$ cat src/rtl/addsub_pipe.sv
// Pipelined add/subtract unit: the N_BIT operation is split into N_STAGES carry-chained
// segments, one per stage, with valid/ready flow control, status flags and optional saturation.
module addsub_pipe #(
  parameter int N_BIT    = 32,
  parameter int N_BPB    = 4,
  parameter int N_STAGES = 4,
  parameter bit SAT_EN   = 1'b0
) (
  input  logic             clk,
  input  logic             rst_n,
  input  logic             in_valid,
  output logic             in_ready,
  input  logic [N_BIT-1:0] in_a,
  input  logic [N_BIT-1:0] in_b,
  input  logic             in_cin,
  input  logic             in_op,
  output logic             out_valid,
  input  logic             out_ready,
  output logic [N_BIT-1:0] out_sum,
  output logic             out_cout,
  output logic             out_ovf,
  output logic             out_zero
);

  localparam int W     = N_BIT / N_STAGES;
  localparam int N_BLK = W / N_BPB;
  localparam int MSB   = N_BIT - 1;
  localparam logic [N_BPB:0] ONE_BLK = (N_BPB + 1)'(1);

  // Carry-select segment adder: each block precomputes both carry-in cases and
  // the incoming carry only drives the block muxes.
  function automatic logic [W:0] seg_add(input logic [W-1:0] a,
                                         input logic [W-1:0] b,
                                         input logic         cin);
    logic [N_BPB:0] r0;
    logic [N_BPB:0] r1;
    logic [W-1:0]   s;
    logic           c;
    c = cin;
    s = '0;
    for (int j = 0; j < N_BLK; j++) begin
      r0 = {1'b0, a[j*N_BPB +: N_BPB]} + {1'b0, b[j*N_BPB +: N_BPB]};
      r1 = {1'b0, a[j*N_BPB +: N_BPB]} + {1'b0, b[j*N_BPB +: N_BPB]} + ONE_BLK;
      s[j*N_BPB +: N_BPB] = c ? r1[N_BPB-1:0] : r0[N_BPB-1:0];
      c = c ? r1[N_BPB] : r0[N_BPB];
    end
    return {c, s};
  endfunction

  // Values entering stage k: operands, partial sum so far, carry and valid.
  logic [N_BIT-1:0]    a_c [N_STAGES];
  logic [N_BIT-1:0]    b_c [N_STAGES];
  logic [N_BIT-1:0]    s_c [N_STAGES];
  logic [N_STAGES-1:0] c_c;
  logic [N_STAGES-1:0] v_c;
  logic [N_STAGES-1:0] ld;

  assign a_c[0]   = in_a;
  assign b_c[0]   = in_op ? ~in_b : in_b;
  assign s_c[0]   = '0;
  assign c_c[0]   = in_cin;
  assign v_c[0]   = in_valid;
  assign in_ready = rst_n && ld[0];

  for (genvar k = 0; k < N_STAGES; k++) begin : g_stage
    logic [W:0]       seg;
    logic [N_BIT-1:0] s_n;

    assign seg = seg_add(a_c[k][k*W +: W], b_c[k][k*W +: W], c_c[k]);

    // NOTE: s_n takes a full default before the segment overwrite, so no latch is inferred.
    always_comb begin
      s_n            = s_c[k];
      s_n[k*W +: W]  = seg[W-1:0];
    end

    if (k < N_STAGES - 1) begin : g_mid
      logic             v_q;
      logic             c_q;
      logic [N_BIT-1:0] a_q;
      logic [N_BIT-1:0] b_q;
      logic [N_BIT-1:0] s_q;

      // A stage loads when empty or when its contents move on, so bubbles collapse.
      assign ld[k] = !v_q || ld[k+1];

      // NOTE: state updates use non-blocking assignments so every stage samples pre-edge values.
      always_ff @(posedge clk) begin
        if (!rst_n)     v_q <= 1'b0;
        else if (ld[k]) v_q <= v_c[k];
      end

      // NOTE: datapath registers have no reset; they load only with a valid beat,
      // so stale contents never reach the outputs.
      always_ff @(posedge clk) begin
        if (ld[k] && v_c[k]) begin
          a_q <= a_c[k];
          b_q <= b_c[k];
          s_q <= s_n;
          c_q <= seg[W];
        end
      end

      assign v_c[k+1] = v_q;
      assign a_c[k+1] = a_q;
      assign b_c[k+1] = b_q;
      assign s_c[k+1] = s_q;
      assign c_c[k+1] = c_q;
    end else begin : g_last
      logic             ovf;
      logic [N_BIT-1:0] sat_val;
      logic [N_BIT-1:0] res;

      assign ld[k]   = !out_valid || out_ready;
      assign ovf     = (a_c[k][MSB] == b_c[k][MSB]) && (s_n[MSB] != a_c[k][MSB]);
      assign sat_val = a_c[k][MSB] ? {1'b1, {MSB{1'b0}}} : {1'b0, {MSB{1'b1}}};
      assign res     = (SAT_EN && ovf) ? sat_val : s_n;

      always_ff @(posedge clk) begin
        if (!rst_n) begin
          out_valid <= 1'b0;
          out_sum   <= '0;
          out_cout  <= 1'b0;
          out_ovf   <= 1'b0;
          out_zero  <= 1'b0;
        end else if (ld[k]) begin
          out_valid <= v_c[k];
          if (v_c[k]) begin
            out_sum  <= res;
            out_cout <= seg[W];
            out_ovf  <= ovf;
            out_zero <= (res == '0);
          end
        end
      end
    end
  end

endmodule

$ cat config.mk
export PLATFORM = sky130hd
export DESIGN_NAME = addsub_pipe
export DESIGN_NICKNAME = d
export VERILOG_FILES = /design/src/rtl/addsub_pipe.sv
export SDC_FILE = /design/constraint.sdc
export NUM_CORES = 1
export LEC_CHECK = 0
export BUFFER_PORTS_ARGS = -buffer_cell sky130_fd_sc_hd__clkbuf_2
export CAP_MARGIN = 20
export CELL_PAD_IN_SITES_DETAIL_PLACEMENT = 0
export CELL_PAD_IN_SITES_GLOBAL_PLACEMENT = 1
export CORE_MARGIN = 2
export CORE_UTILIZATION = 40
export CTS_CLUSTER_DIAMETER = 100
export DETAILED_ROUTE_END_ITERATION = 6
export HOLD_SLACK_MARGIN = 0.12
export MAX_ROUTING_LAYER = met4
export PLACE_DENSITY = 0.79
export SLEW_MARGIN = 25
export SYNTH_ARGS = -nofsm -noshare
export SYNTH_HDL_FRONTEND = slang
export SYNTH_SLANG_ARGS = --single-unit
$ cat constraint.sdc
create_clock -name clk -period 12.28 [get_ports clk]
set_input_delay 0.614 -clock clk [delete_from_list [all_inputs] [get_ports clk]]
set_output_delay 0.614 -clock clk [all_outputs]
set_load 0.1 [all_outputs]
Word-level counts from Yosys, hierarchy flattened --
Index checks and enable logic that the tools add are counted.
Operators by class: add/sub/neg operators 16, equal/unequal tests 2, muxes and demuxes 17, bitwise operators 1, reductions and logical operators 15
Operator list (number):
- 4-bit by 4-bit adder with 5-bit output | 8
- 5-bit by 1-bit adder with 5-bit output, second input constant | 8
- 32-bit zero test | 1
- 32-bit 2-to-1 mux | 1
- 4-bit 2-to-1 mux | 8
- 32-bit inverter | 1
- 1-bit 2-to-1 mux | 8
- 1-bit logical AND | 5
- 1-bit zero test | 4
- 1-bit logical OR | 4
- 2-bit AND reduction | 1
- 1-bit == test | 1
- 1-bit inequality test | 1
Word-level totals: register bits after elaboration 282, output and inout bits 37

Logic depth before layout (Yosys ltp) --
word-level depth 6, gate-level depth with buffers 12

Worst setup path before layout --
Ideal clock, no wire load.
path kind register to register, from register out_valid, to register g_stage[1].g_mid.a_q[16], enable pin, library setup time 0.531 ns, data arrival time 4.841 ns, required time 11.749 ns, slack 6.908 ns, stages on the path, launching flop included 5, buffers on the path 1, clock period less this slack 5.372 ns, cell sequence dfxtp_1 -> nor2b_1 -> and2_1 -> clkbuf_1 -> a21boi_0
Between the ends: cells in the longest elaborated chain, start to end 5
RTL lines:
- from (decl) | line 17 | output logic out_valid,
- from (signal assigned) | line 127 | out_valid <= v_c[k];
- 1-bit zero test | line 114 | assign ld[k] = !out_valid || out_ready;
- 1-bit logical OR | line 114
- 1-bit logical OR (2 in series) | line 85 | assign ld[k] = !v_q || ld[k+1];
- 1-bit logical AND | line 96 | if (ld[k] && v_c[k]) begin
- to (signal assigned) | line 97 | a_q <= a_c[k];
- to (decl) | line 80 | logic [N_BIT-1:0] a_q;
Every way passes these cells. A chain may end at the register's enable or synchronous reset.

Worst setup path in the final report --
from input in_op, to register g_stage[0].g_mid.s_q[5], data pin
Between the ends: cells in the longest elaborated chain, start to end 5, elaborated cells on any way between the ends 7
RTL lines:
- from (decl) | line 16 | input logic in_op,
- 32-bit 2-to-1 mux (*) | line 59 | assign b_c[0] = in_op ? ~in_b : in_b;
- 4-bit by 4-bit adder with 5-bit output | line 42, 43
- 5-bit by 1-bit adder with 5-bit output | line 43 | r1 = {1'b0, a[j*N_BPB +: N_BPB]} + {1'b0, b[j*N_BPB +: N_BPB]} + ONE_BLK;
- 1-bit 2-to-1 mux | line 45 | c = c ? r1[N_BPB] : r0[N_BPB];
- 4-bit 2-to-1 mux (*) | line 44 | s[j*N_BPB +: N_BPB] = c ? r1[N_BPB-1:0] : r0[N_BPB-1:0];
- via g_stage[0].s_n[5] | line 67 | logic [N_BIT-1:0] s_n;
- to (signal assigned) | line 99 | s_q <= s_n;
- to (decl) | line 82 | logic [N_BIT-1:0] s_q;
The timed path passes the listed nets; every way through them passes the cells marked *.

==> results.yml <==
worst_hold_path:
  holdPathStages: 1
  hold_path_class: "input port to register"
floorplan:
  dieArea_um2: 20800
  num_rows: 51
  dieHeight_um: 144
  start_util_pct: 40.6
  core_um2: 19300
  die_w_um: 144
  io_pins: 107
power_and_ir_drop:
  p_sw_mw: 0.358
  clkPwrFrac_pct: 37.3
  p_total_mw: 1.42
  p_int_mw: 1.06
  power_density_nw_per_um2: 152
  p_leak_nw: 3.70
  sw_frac_of_total_pct: 25.2
  ir_drop_uv: 90.0
  seqPwrFrac_pct: 52.1
  comb_power_share_pct: 10.6
global_routing:
  grt_pass1_wl_um: 21600
  overflow: 0
  grt_util_all_layers_pct: 14.0
  grt_max_degree: 58
  grt_pass1_vias: 4525
  antenna_found_initial: 0
drt:
  vias: 4516
  top_layer: "met4"
  wl_met2_um: 6320
  routed_wl_um: 13300
  drt_first_pass_iters: 4
  dr_wl_met3_um: 562
  drc_errors: 0
  drtIter0Drc: 204
  routedWlPerCell_um: 13.9
  wl_met1_um: 6180
  viasPerCell: 4.70
  antenna_left: 0
clock_network:
  htree_levels: 4
  cts_tree: "built"
  ctsHoldBuffers: 0
  cts_setup_buffers: 0
  cts_resized: 0
  cts.sinks: 186
  numCtsBuffers: 17
  clock_latency_ns: 0.43
  clockBufferDepth: 2
  cts_root_buffer: "clkbuf_16"
  cts.clk_slew.worst_paths_ns: 0.07
yosys:
  ys_seq_area_share_pct: 66.1
  syn_avg_cell_area_um2: 13.8
  syn_nets: 686
  syn-cell-area_um2: 7860
  synthDistinctLibCells: 34
  synth_area_leaders: "edfxtp_1, dfxtp_1, ha_1, xor2_1, nand2_1"
  postSynthCellCount: 568
  synth_edf_count: 147
  ys_async_sr_fraction_pct: 0
  yosysTopAreaCell: "edfxtp_1"
  ys_warn_count: 0
  synth-seq-cells: 186
  synth_top_cell_area_share_pct: 56.2
  synth_flop_cell: "edfxtp_1"
sta:
  slew_viol_final: 0
  rsz0062_at_grt: "false"
  setup_violations: 0
  skew_ns: 0.0115
  setup_tns_ns: 0
  setup_slack_ns: 9.05
  slew_headroom_pct: 36.0
  tightest_slew_ns: 0.960
  period_needed_ns: 3.23
  fmax_mhz: 310
  hold_viol: 0
  period_share_pct: 26.3
critical_path:
  cp.arrival_ns: 3.41
  cpPeakStageDelay_ns: 0.72
  cp_slowest_cell: "buf_2"
  start_kind: "input port"
  worstPathCellList: "buf_2 > xor2_1 > ha_1 > inv_1 > fa_1 > inv_1 > ha_1 > and3_1 > a21o_1 > nand2_1 > mux2_2"
  path_class: "input port to register"
  critPathMaxFanout: 32
  endpoint_kind: "register"
  r2r_cells: 8
  cp.required_ns: 12.46
cells_and_area:
  fin_nets: 801
  layout-drive-gt1-share_pct: 22.0
  nFillCells: 1675
  num_antenna_cells: 0
  multi_input_area_um2: 2580
  instances_no_fill: 961
  areaGrowthSynthToFinish_pct: 19.0
  regArea_um2: 5190
place:
  dp_slack_ns: 8.48
  placedCellCount: 929
  gp_congestion: 0.837
  numPortBuffers: 106
  place_hpwl_um: 9790
run:
  cap_violations: 0
run_status:
  status: "finished clean"
## critical path: cells and delay by family
kind	cells	cell delay, ns
xor+xnor	1	0.21
fa+ha+maj	3	0.91
buf+inv	3	0.82
mux	1	0.35
compound gates	1	0.21
simple gates	2	0.29
## state kept, by name (all words and copies together), names as in the netlist
register / cells
out_ovf: 1
g_stage.g_mid.b_q: 48
g_stage.g_mid.a_q: 48
g_stage.g_mid.s_q: 48
out_valid: 1
out_zero: 1
g_stage.g_mid.c_q: 3
out_cout: 1
out_sum: 32
g_stage.g_mid.v_q: 3
## layer usage
layer  global-route usage, %  vias up
met5                       -        -
met4                    5.67        0
met3                    3.68       19
met2                    22.0       98
met1                    17.3     2110
li1                        -     2289
## cell usage after synthesis, types with 3 or more instances
cell type,instances
buf_1,5
a21o_1,19
and2_1,3
nor4_1,7
nand2_1,58
xor2_1,51
xnor2_1,21
nor2b_1,6
a31oi_1,3
dfxtp_1,39
a21oi_1,43
nand3_1,21
o21ai_0,5
clkbuf_1,11
mux2i_1,5
ha_1,40
mux2_2,5
nor2_1,24
nand4_1,6
and3_1,10
fa_1,8
edfxtp_1,147
inv_1,14
a211oi_1,5
## final timing paths
check                                           from                                  to  slack (ns)
setup / recovery                               in_op   g_stage[0].g_mid.s_q[5]$_DFFE_PP_        9.05
hold / removal                              in_a[24]  g_stage[0].g_mid.a_q[24]$_DFFE_PP_        0.35
setup reg to reg  g_stage[2].g_mid.b_q[24]$_DFFE_PP_               out_zero$_SDFFE_PN0P_        9.61
hold reg to reg   g_stage[0].g_mid.b_q[31]$_DFFE_PP_  g_stage[1].g_mid.b_q[31]$_DFFE_PP_        0.42
## layout make-up
cell class,count,area share [%]
clock inverters,14,1.69
repair buffers,112,6.37
clock buffers,18,4.59
inverters,14,0.562
multi-input cells,352,27.6
flip-flops and latches,186,55.6
well taps,265,3.55
## cells by family (layout without fill, tap and decap cells)
kind of cell               after synthesis  count (layout)  share of synthesized area, %
DFF                                    186             186                          66.1
muxes                                   10              10                          1.35
and+or+nand+nor                        141             141                          8.44
buffers and inverters                   30             158                          1.43
AOI/OAI and AO/OA                       81              81                          6.20
xor gates and xnor gates                72              72                          8.03
adders and majority gates               48              48                          8.41
## power groups by stage
| stage | Sequential (mW) | Combinational [mW] | Clock [mW] |
|---|---|---|---|
| floorplan | 0.769 | 0.0938 | 0 |
| global placement | 0.754 | 0.144 | 0 |
| detailed placement | 0.755 | 0.152 | 0 |
| CTS | 0.741 | 0.153 | 0.543 |
| global route | 0.744 | 0.167 | 0.568 |
| finish | 0.740 | 0.150 | 0.529 |
## cells in the final DEF, fill, tap and decap left out, types with 3 or more instances in the layout
| cell type | instances |
|---|---|
| mux2i_1 | 5 |
| nor2_1 | 24 |
| nor4_1 | 7 |
| inv_1 | 14 |
| nand4_1 | 6 |
| nor2b_1 | 4 |
| inv_8 | 4 |
| clkbuf_2 | 105 |
| dfxtp_1 | 39 |
| buf_4 | 5 |
| mux2_2 | 5 |
| clkbuf_16 | 17 |
| nand2_1 | 58 |
| and3_1 | 10 |
| nand3_1 | 21 |
| a211oi_1 | 5 |
| and2_1 | 3 |
| o21ai_0 | 5 |
| fa_1 | 8 |
| inv_6 | 3 |
| clkinv_8 | 4 |
| a21o_1 | 19 |
| edfxtp_1 | 147 |
| xnor2_1 | 21 |
| xor2_1 | 51 |
| a21oi_1 | 43 |
| ha_1 | 40 |
## stage by stage
stage	util [%]	area, um2	hold WS (ns)
floorplan	-	7860	0.400
global placement	45.2	8730	0.402
detailed placement	45.3	8760	0.405
CTS	48.3	9350	0.331
global route	48.3	9350	0.329
finish	48.3	9350	0.353
Note: power is estimated with default switching activity, not from simulation.
